--- src/rtl/mem_ctrl_pkg.sv ---
// Op codes, FSM state encoding and access-width helper shared by the
// memory controller and its byte assembler.
package mem_ctrl_pkg;

    localparam logic [5:0] OP_LB  = 6'd1;
    localparam logic [5:0] OP_LH  = 6'd2;
    localparam logic [5:0] OP_LW  = 6'd3;
    localparam logic [5:0] OP_LBU = 6'd4;
    localparam logic [5:0] OP_LHU = 6'd5;
    localparam logic [5:0] OP_SB  = 6'd6;
    localparam logic [5:0] OP_SH  = 6'd7;
    localparam logic [5:0] OP_SW  = 6'd8;

    typedef enum logic [1:0] {
        S_IDLE  = 2'd0,
        S_FETCH = 2'd1,
        S_LOAD  = 2'd2,
        S_STORE = 2'd3
    } state_e;

    function automatic logic [2:0] op_bytes(input logic [5:0] op);
        case (op)
            OP_LB, OP_LBU, OP_SB: op_bytes = 3'd1;
            OP_LH, OP_LHU, OP_SH: op_bytes = 3'd2;
            default:              op_bytes = 3'd4;
        endcase
    endfunction

endpackage

--- src/rtl/mem_byte_assemble.sv ---
// Builds the 32-bit load/fetch result from the collected bytes, applying
// sign or zero extension according to the load op.
module mem_byte_assemble
    import mem_ctrl_pkg::*;
(
    input  logic [31:0] bytes_i,
    input  logic [5:0]  op_i,
    output logic [31:0] val_o
);

    always_comb begin
        case (op_i)
            OP_LB:   val_o = {{24{bytes_i[7]}}, bytes_i[7:0]};
            OP_LH:   val_o = {{16{bytes_i[15]}}, bytes_i[15:0]};
            OP_LBU:  val_o = {24'd0, bytes_i[7:0]};
            OP_LHU:  val_o = {16'd0, bytes_i[15:0]};
            default: val_o = bytes_i;
        endcase
    end

endmodule

--- src/rtl/mem_ctrl.sv ---
// Byte-serial responder for fetch, load and committed-store requests on the
// single 8-bit RAM/IO port.
module mem_ctrl
    import mem_ctrl_pkg::*;
#(
    parameter logic [1:0] IO_HI = 2'b11,
    parameter int         LD_Q  = 1
) (
    input  logic        clk,
    input  logic        rst,
    input  logic        rdy,
    input  logic        rollback,
    input  logic        if_req,
    input  logic [31:0] if_addr,
    output logic        if_valid,
    output logic [31:0] if_inst,
    input  logic        load_store_sgn,
    input  logic [5:0]  load_store_op,
    input  logic [31:0] load_store_addr,
    output logic        mem_valid,
    output logic [31:0] mem_res,
    input  logic        st_commit,
    input  logic [5:0]  st_op,
    input  logic [31:0] st_addr,
    input  logic [31:0] st_data,
    output logic        finish_store,
    input  logic [7:0]  mem_din,
    output logic [7:0]  mem_dout,
    output logic [31:0] mem_a,
    output logic        mem_wr,
    input  logic        io_buffer_full,
    output logic [1:0]  dbg_state
);

    state_e            state_q, state_d;
    logic [2:0]        k_q, k_d;
    logic [5:0]        op_q, op_d;
    logic [31:0]       addr_q, addr_d;
    logic [31:0]       wdata_q, wdata_d;
    logic [31:0]       buf_q, buf_d;
    logic              st_pend_q, st_pend_d;
    logic [5:0]        st_op_q, st_op_d;
    logic [31:0]       st_addr_q, st_addr_d;
    logic [31:0]       st_data_q, st_data_d;
    logic [LD_Q-1:0]   ld_pend_q, ld_pend_d;
    logic [5:0]        ld_op_q, ld_op_d;
    logic [31:0]       ld_addr_q, ld_addr_d;

    logic [2:0]        n;
    logic [31:0]       beat_addr;
    logic              throttle;
    logic [31:0]       asm_val;

    mem_byte_assemble u_asm (
        .bytes_i (buf_q),
        .op_i    (op_q),
        .val_o   (asm_val)
    );

    // Valid/ready: requests are captured into latches (store, load) or sampled
    // as a level (fetch); completions are single-cycle pulses gated by rdy.
    always_comb begin
        state_d      = state_q;
        k_d          = k_q;
        op_d         = op_q;
        addr_d       = addr_q;
        wdata_d      = wdata_q;
        buf_d        = buf_q;
        st_pend_d    = st_pend_q;
        st_op_d      = st_op_q;
        st_addr_d    = st_addr_q;
        st_data_d    = st_data_q;
        ld_pend_d    = ld_pend_q;
        ld_op_d      = ld_op_q;
        ld_addr_d    = ld_addr_q;
        mem_a        = '0;
        mem_dout     = '0;
        mem_wr       = 1'b0;
        if_valid     = 1'b0;
        mem_valid    = 1'b0;
        finish_store = 1'b0;
        throttle     = 1'b0;
        n            = op_bytes(op_q);
        beat_addr    = addr_q + {29'd0, k_q};

        case (state_q)
            S_IDLE: begin
                if (rdy) begin
                    k_d = 3'd0;
                    if (st_pend_q) begin
                        state_d   = S_STORE;
                        op_d      = st_op_q;
                        addr_d    = st_addr_q;
                        wdata_d   = st_data_q;
                        st_pend_d = 1'b0;
                    end else if (ld_pend_q[0] && !rollback) begin
                        state_d   = S_LOAD;
                        op_d      = ld_op_q;
                        addr_d    = ld_addr_q;
                        buf_d     = '0;
                        ld_pend_d = '0;
                    end else if (if_req && !rollback) begin
                        state_d = S_FETCH;
                        op_d    = OP_LW;
                        addr_d  = if_addr;
                        buf_d   = '0;
                    end
                end
            end
            S_FETCH, S_LOAD: begin
                // While frozen, keep presenting the previous byte address so
                // mem_din still carries the byte due on the resume cycle.
                if (!rdy && k_q != 3'd0 && k_q <= n) begin
                    mem_a = beat_addr - 32'd1;
                end else if (k_q < n) begin
                    mem_a = beat_addr;
                end
                if (rdy) begin
                    if (rollback) begin
                        state_d = S_IDLE;
                    end else if (k_q == n + 3'd1) begin
                        if_valid  = (state_q == S_FETCH);
                        mem_valid = (state_q == S_LOAD);
                        state_d   = S_IDLE;
                    end else begin
                        for (int i = 0; i < 4; i++) begin
                            if (k_q == 3'(i + 1)) buf_d[8*i +: 8] = mem_din;
                        end
                        k_d = k_q + 3'd1;
                    end
                end
            end
            S_STORE: begin
                if (k_q < n) begin
                    mem_a    = beat_addr;
                    mem_dout = wdata_q[{k_q[1:0], 3'b000} +: 8];
                    throttle = (beat_addr[17:16] == IO_HI) && io_buffer_full;
                    if (rdy && !throttle) begin
                        mem_wr = 1'b1;
                        k_d    = k_q + 3'd1;
                    end
                end else if (rdy) begin
                    finish_store = 1'b1;
                    state_d      = S_IDLE;
                end
            end
            default: state_d = S_IDLE;
        endcase

        if (rdy) begin
            if (rollback) begin
                ld_pend_d = '0;
            end else if (load_store_sgn) begin
                ld_pend_d = LD_Q'(1);
                ld_op_d   = load_store_op;
                ld_addr_d = load_store_addr;
            end
            if (st_commit) begin
                st_pend_d = 1'b1;
                st_op_d   = st_op;
                st_addr_d = st_addr;
                st_data_d = st_data;
            end
        end
    end

    assign if_inst   = if_valid  ? asm_val : '0;
    assign mem_res   = mem_valid ? asm_val : '0;
    assign dbg_state = state_q;

    always_ff @(posedge clk or negedge rst) begin
        if (!rst) begin
            state_q   <= S_IDLE;
            k_q       <= '0;
            op_q      <= '0;
            addr_q    <= '0;
            wdata_q   <= '0;
            buf_q     <= '0;
            st_pend_q <= 1'b0;
            st_op_q   <= '0;
            st_addr_q <= '0;
            st_data_q <= '0;
            ld_pend_q <= '0;
            ld_op_q   <= '0;
            ld_addr_q <= '0;
        end else begin
            state_q   <= state_d;
            k_q       <= k_d;
            op_q      <= op_d;
            addr_q    <= addr_d;
            wdata_q   <= wdata_d;
            buf_q     <= buf_d;
            st_pend_q <= st_pend_d;
            st_op_q   <= st_op_d;
            st_addr_q <= st_addr_d;
            st_data_q <= st_data_d;
            ld_pend_q <= ld_pend_d;
            ld_op_q   <= ld_op_d;
            ld_addr_q <= ld_addr_d;
        end
    end

endmodule
--- config.mk ---
export PLATFORM = sky130hd
export DESIGN_NAME = mem_ctrl
export DESIGN_NICKNAME = d
export VERILOG_FILES = /design/src/rtl/mem_ctrl_pkg.sv /design/src/rtl/mem_byte_assemble.sv /design/src/rtl/mem_ctrl.sv
export SDC_FILE = /design/constraint.sdc
export NUM_CORES = 1
export LEC_CHECK = 0
export ABC_AREA = 1
export BUFFER_PORTS_ARGS = -buffer_cell sky130_fd_sc_hd__buf_2
export CORE_ASPECT_RATIO = 1.4
export CORE_UTILIZATION = 60
export CTS_CLUSTER_DIAMETER = 60
export DETAILED_ROUTE_END_ITERATION = 7
export PLACE_DENSITY_LB_ADDON = 0.05
export SYNTH_ARGS = -nofsm -noshare
export SYNTH_HDL_FRONTEND = slang
export SYNTH_SLANG_ARGS = --single-unit
--- constraint.sdc ---
create_clock -name clk -period 6.18 [get_ports clk]
set_input_delay 0.927 -clock clk [delete_from_list [all_inputs] [get_ports clk]]
set_output_delay 0.927 -clock clk [all_outputs]
set_load 0.01 [all_outputs]
# Yosys cells after proc, flatten, opt, wreduce, memory -nomap -nowiden
# Index checks and enable logic that the tools add are counted.
[word_totals] in_bits=156 register_bits=217 out_inout_bits=110
[classes] n_reduce_logical=26 n_mux=69 n_eq_ne=31 n_addsub=4 n_lt_le_gt_ge=2 n_shift=1 n_bitwise=1
[ops] op="$mux W32" count=14
[ops] op="$pmux W32 S2" count=2
[ops] op="$pmux W32 S4" count=1
[ops] op="$mux W8" count=6
[ops] op="$add A32 B3 Y32" count=1
[ops] op="$reduce_and A8 Y1" count=4
[ops] op="$shiftx A32 B6 Y8" count=1
[ops] op="$sub A32 B1 Y32 const B" count=1
[ops] op="$ne A2 B2 Y1 const B" count=13
[ops] op="$mux W1" count=25
[ops] op="$eq A6 B3 Y1 const B" count=4
[ops] op="$mux W2" count=9
[ops] op="$mux W3" count=6
[ops] op="$mux W6" count=3
[ops] op="$reduce_and A6 Y1" count=2
[ops] op="$pmux W3 S3" count=1
[ops] op="$reduce_and A3 Y1" count=3
[ops] op="$add A3 B1 Y3 const B" count=2
[ops] op="$eq A2 B2 Y1 const B" count=3
[ops] op="$eq A3 B2 Y1 const B" count=2
[ops] op="$eq A6 B1 Y1 const B" count=1
[ops] op="$eq A6 B2 Y1 const B" count=1
[ops] op="$logic_and A1 B1 Y1" count=6
[ops] op="$ne A3 B3 Y1 const B" count=2
[ops] op="17 further kinds" count=21

# Depth between registers and ports, before layout
[logic_depth] depth_word=10 mapped_depth=23 mapped_depth_nobuf=23

# Hierarchy
# Synthesis repeated with hierarchy kept, for this count alone.
[hier_totals] hier_cells=1688 hier_area_um2=12599.6
[modules_own_cells] mod="mem_ctrl" cells_per_inst=1602 seq_area_each_um2=5430.2 area_per_inst_um2=12156.7 n_inst=1
[modules_own_cells] mod="mem_byte_assemble" cells_per_inst=86 seq_area_each_um2=0.0 area_per_inst_um2=442.9 n_inst=1

# Worst setup path after synthesis
# OpenSTA, ideal clock, no wires.
[synth_timing] path_kind="reg-to-output" start="reg op_q[5]" end="out mem_a[1]" required_time_ps=5253 arrival_time_ps=3026 path_slack_ps=2227 path_stages_with_launch=22 cell_sequence="dfrtp_1 nor2_1 inv_1 nor3_1 and3_1 inv_1 o21ai_0 inv_1 ha_1 inv_1 ha_1 a21oi_1 o21ai_0 nand2_1 nand2_1 buf_2 inv_1 clkbuf_1 nand2_1 o22ai_1 inv_1 nor2_1"
[synth_via] elab_chain_len=7 word_cells_on_any_way=15
[synth_lines] item="from (decl)" line="mem_ctrl.sv:37" source="logic [5:0] op_q, op_d;"
[synth_lines] item="from (signal assigned)" line="mem_ctrl.sv:189" source="op_q <= op_d;"
[synth_lines] item="$eq A6 B3 Y1 (tied with other cells)" line="mem_ctrl_pkg.sv:22" source="case (op)"
[synth_lines] item="$reduce_or A3 Y1" line="mem_ctrl_pkg.sv:22"
[synth_lines] item="$pmux W3 S2 *" line="mem_ctrl_pkg.sv:22"
[synth_lines] item="$lt A3 B3 Y1 or $le A3 B3 Y1 (tied branches)" line="mem_ctrl.sv:115, mem_ctrl.sv:134, mem_ctrl.sv:113"
[synth_lines] item="$mux W32 or $logic_and A1 B1 Y1 (tied branches)" line="mem_ctrl.sv:115, mem_ctrl.sv:134, mem_ctrl.sv:113"
[synth_lines] item="$mux W32" line="mem_ctrl.sv:113" source="if (!rdy && k_q != 3'd0 && k_q <= n) begin"
[synth_lines] item="$pmux W32 S2 *" line="mem_ctrl.sv:86" source="case (state_q)"
[synth_lines] item="to (decl)" line="mem_ctrl.sv:29" source="output logic [31:0] mem_a,"
# Mark *: on every way between the ends. The rest lies on a longest branch, timed or not.

# Final worst setup path
[layout_timing] start="reg op_q[5]" end="out mem_a[18]"
# The elaborated chain is that of the path after synthesis.

==> flow_metrics.tcl <==
set metrics [dict create \
    timing.fmax_mhz 182.7 \
    p_comb_share_pct 47.1 \
    synth_top_area_share_pct 44.37 \
    drive_above_1_share_pct 22.80 \
    cts.path.max_buffers 3 \
    setup_viol 0 \
    root_buffer "clkbuf_16" \
    path_max_fanout 22 \
    cts_tree "done" \
    die_h_um 171.0 \
    nets 2015 \
    slowest_stage "o21ai_0" \
    grt_usage_pct 31.15 \
    mostFrequentLayoutCells "307 x nand2_1, 273 x nor2_1, 264 x buf_2" \
    p_int_mw 3.558 \
    grt_use_met1_pct 40.71 \
    via_per_inst 5.482 \
    fin_tns_setup_ns 0 \
    gr-usage-met2_pct 52.15 \
    antenna_left 0 \
    grt_max_degree 96 \
    cp-end-kind "primary output" \
    synth_top_area_cell "dfrtp_1" \
    fp-row-count 61 \
    drt-total-wl_um 32590 \
    synth_area_leaders "dfrtp_1 44%, nand2_1 9.5%, nor2_1 8.4%, a21oi_1 7.0%, mux2_2 6.5%" \
    postSynthAreaPerCell_um2 7.578 \
    rsz0062_at_grt "false" \
    max-vdd-ir-drop_v 0.0003163 \
    status "completed" \
    overflow 0 \
    required_ns 5.25 \
    clock_sinks 217 \
    async_reset_ff_share_pct 100.0 \
    placedCellCount 2070 \
    grt_pass1_vias 10610 \
    syn_nets 1789 \
    finalCoreUtilization_pct 72.25 \
    slew_viol_final 0 \
    die_w_um 122.7 \
    fin_skew_ns 0.02324 \
    cap_violations 0 \
    min_period_ns 5.474 \
    clk_latency_ns 0.50 \
    avgRoutedWirePerCell_um 15.44 \
    synth.distinct_cells 42 \
    crit_type "reg2out" \
    vias 11570 \
    synth_flop_cell "dfrtp_1" \
    cts-buffers-inserted 21 \
    cp_num_buf_inv 7 \
    yosysWarnings 0 \
    max-slew-margin-rel_pct 19.86 \
    io_pins 266 \
    p_seq_share_pct 33.6 \
    p_per_area_mw_per_mm2 448.3 \
    n_fill_cell 1680 \
    gp_congestion 0.9138 \
    final_common_cell "nand2_1" \
    tightest_slew_ns 1.202 \
    grt_pass1_wl_um 51650 \
    htreeDepth 1 \
    p_switching_mw 2.895 \
    worst_setup_path_start_kind "flip-flop" \
    synthesis.area_mm2 0.01224 \
    first_pass_iters 5 \
    syn_inst 1615 \
    path_clk_slew_ns 0.07 \
    finalHoldViolCount 0 \
    cts_resized 0 \
    ys_ff_latch 217 \
    drt-initial-drc-count 799 \
    drc 0 \
    fin_ws_ns 0.7059 \
    synth_seq_area_share_pct 44.37 \
    grt.busiest_layer "met2" \
    dieArea_mm2 0.02098 \
    floorplan.initialDensity_pct 61.44 \
    cp_cell_sequence "nor2_1, inv_1, nor3_1, and3_1, inv_1, o21ai_0, inv_1, ha_1, inv_1, ha_1, nand2_1, o21ai_0, nand2_1, nand2_1, nand2_1, nand2_1, inv_1, buf_4, o21ai_0, nand2_1, nand2_1, a21oi_1, buf_2" \
    io_buffers 265 \
    cts_hold_buffers 0 \
    finalNonFillerCells 2111 \
    clkPwrFrac_pct 19.3 \
    fp.coreArea_mm2 0.01992 \
    crit_family "simple AND/OR/NAND/NOR gates" \
    antenna_found_initial 7 \
    power_mw 6.453 \
    leakage_nw 7.255 \
    areaGrowthSynthToFinish_pct 17.59 \
    cts_setup_buffers 0 \
    grtUsageMet3_pct 5.967 \
    hp-class "in2async" \
    arrival_ns 4.55 \
    swShare_pct 44.86 \
    synth_edf_count 0 \
    period_share_pct 88.58 \
    critPathMostFrequentCell "nand2_1" \
    pre_cts_slack_ns 1.330 \
    hpwl_um 23600 \
    critPathMaxStageDelay_ns 0.66 \
]
cell usage after synthesis (2+ instances only):
library cell  number
ha_1              17
nand2_2           12
dfrtp_1          217
nand4_1           13
a221oi_1           5
nand3_4            2
a31oi_1            3
nor2_2             8
nand3_2            2
o211ai_1           2
xor2_1             4
o221ai_1           6
a21oi_1          172
buf_2              3
nor2_4            10
mux2_2            71
o21ai_0          144
nor2_1           274
clkbuf_1          62
nor3_1            15
buf_1              8
inv_1            165
nand2_1          309
nand3_1           72
o21bai_1           2
power groups by stage:
stage / clock [mW] / combinational, mW / sequential [mW]
6_report: 1.24 / 3.04 / 2.17
5_1_grt: 1.31 / 3.42 / 2.22
4_1_cts: 1.26 / 3.01 / 2.16
3_5_place_dp: 0 / 2.99 / 2.18
3_3_place_gp: 0 / 2.92 / 2.16
2_1_floorplan: 0 / 2.21 / 2.07
per-stage QoR:
step           hold slack [ns]  cell area (um^2)
6_report                0.4124             14390
5_1_grt                 0.4653             14390
4_1_cts                 0.4553             14380
3_5_place_dp            0.4686             13720
3_3_place_gp            0.4604             13720
2_1_floorplan           0.4478             12240
routing by layer:
layer  routed length [um]  vias to the layer above
met5                   39                        -
met4                  780                        6
met3                 2360                       65
met2                15650                      422
met1                13760                     5380
li1                     -                     5699
path summary, 6_finish.rpt:
kind	startpoint	endpoint	slack, ns	cells after the start
worst max-delay path	op_q[5]	mem_a[18]	0.71	23
worst min-delay path	rst	buf_q[20]	0.41	1
worst max register to register	op_q[5]	dbg_state[1]	2.45	18
worst min register to register	buf_q[20]	buf_q[20]	0.48	2
max in group asynchronous	rst	st_data_q[30]	4.42	2
min in group clk	buf_q[20]	buf_q[20]	0.48	2
registers in the layout, summed over array words and instances (netlist names):
signal     flops
ld_op_q        6
wdata_q       32
dbg_state      2
st_data_q     32
ld_addr_q     32
buf_q         32
k_q            3
op_q           6
st_addr_q     32
ld_pend_q      1
st_op_q        6
st_pend_q      1
addr_q        32
cell type report:
| type | instances | area, um^2 | share of cell area (%) |
|---|---|---|---|
| inverters | 168 | 631.9 | 4.390 |
| clock inverters | 10 | 87.58 | 0.6085 |
| repair buffers | 277 | 1426 | 9.910 |
| flip-flops and latches | 217 | 5430 | 37.73 |
| multi-input cells | 1156 | 5913 | 41.08 |
| diodes | 4 | 10.01 | 0.06955 |
| clock buffers | 27 | 578.1 | 4.016 |
| well taps | 252 | 315.3 | 2.191 |
logic make-up (layout without fill, tap and decap cells):
family | Yosys count | in the layout | synth area share, %
flops | 217 | 217 | 44.37
mux | 71 | 71 | 6.532
xor+xnor | 5 | 5 | 0.4191
compound gates | 342 | 342 | 14.63
fa+ha+maj | 18 | 18 | 1.901
simple gates | 720 | 720 | 24.66
other cells | 0 | 4 | 0
buf+inv | 242 | 482 | 7.493
worst register-to-register path: stages (launching register included):
cell      delay [ns]
dfrtp_1         0.39
nor2_1          0.15
inv_1           0.06
nor3_1          0.17
and3_1          0.18
inv_1           0.07
o21ai_0         0.11
inv_1           0.07
ha_1            0.21
inv_1           0.06
ha_1            0.15
nand2_1         0.06
o21ai_0         0.66
nor2_1          0.14
inv_1           0.57
o311ai_0        0.27
inv_1           0.15
nand3_1         0.08
o21ai_0         0.11
Power figures use the tool's default switching activity.
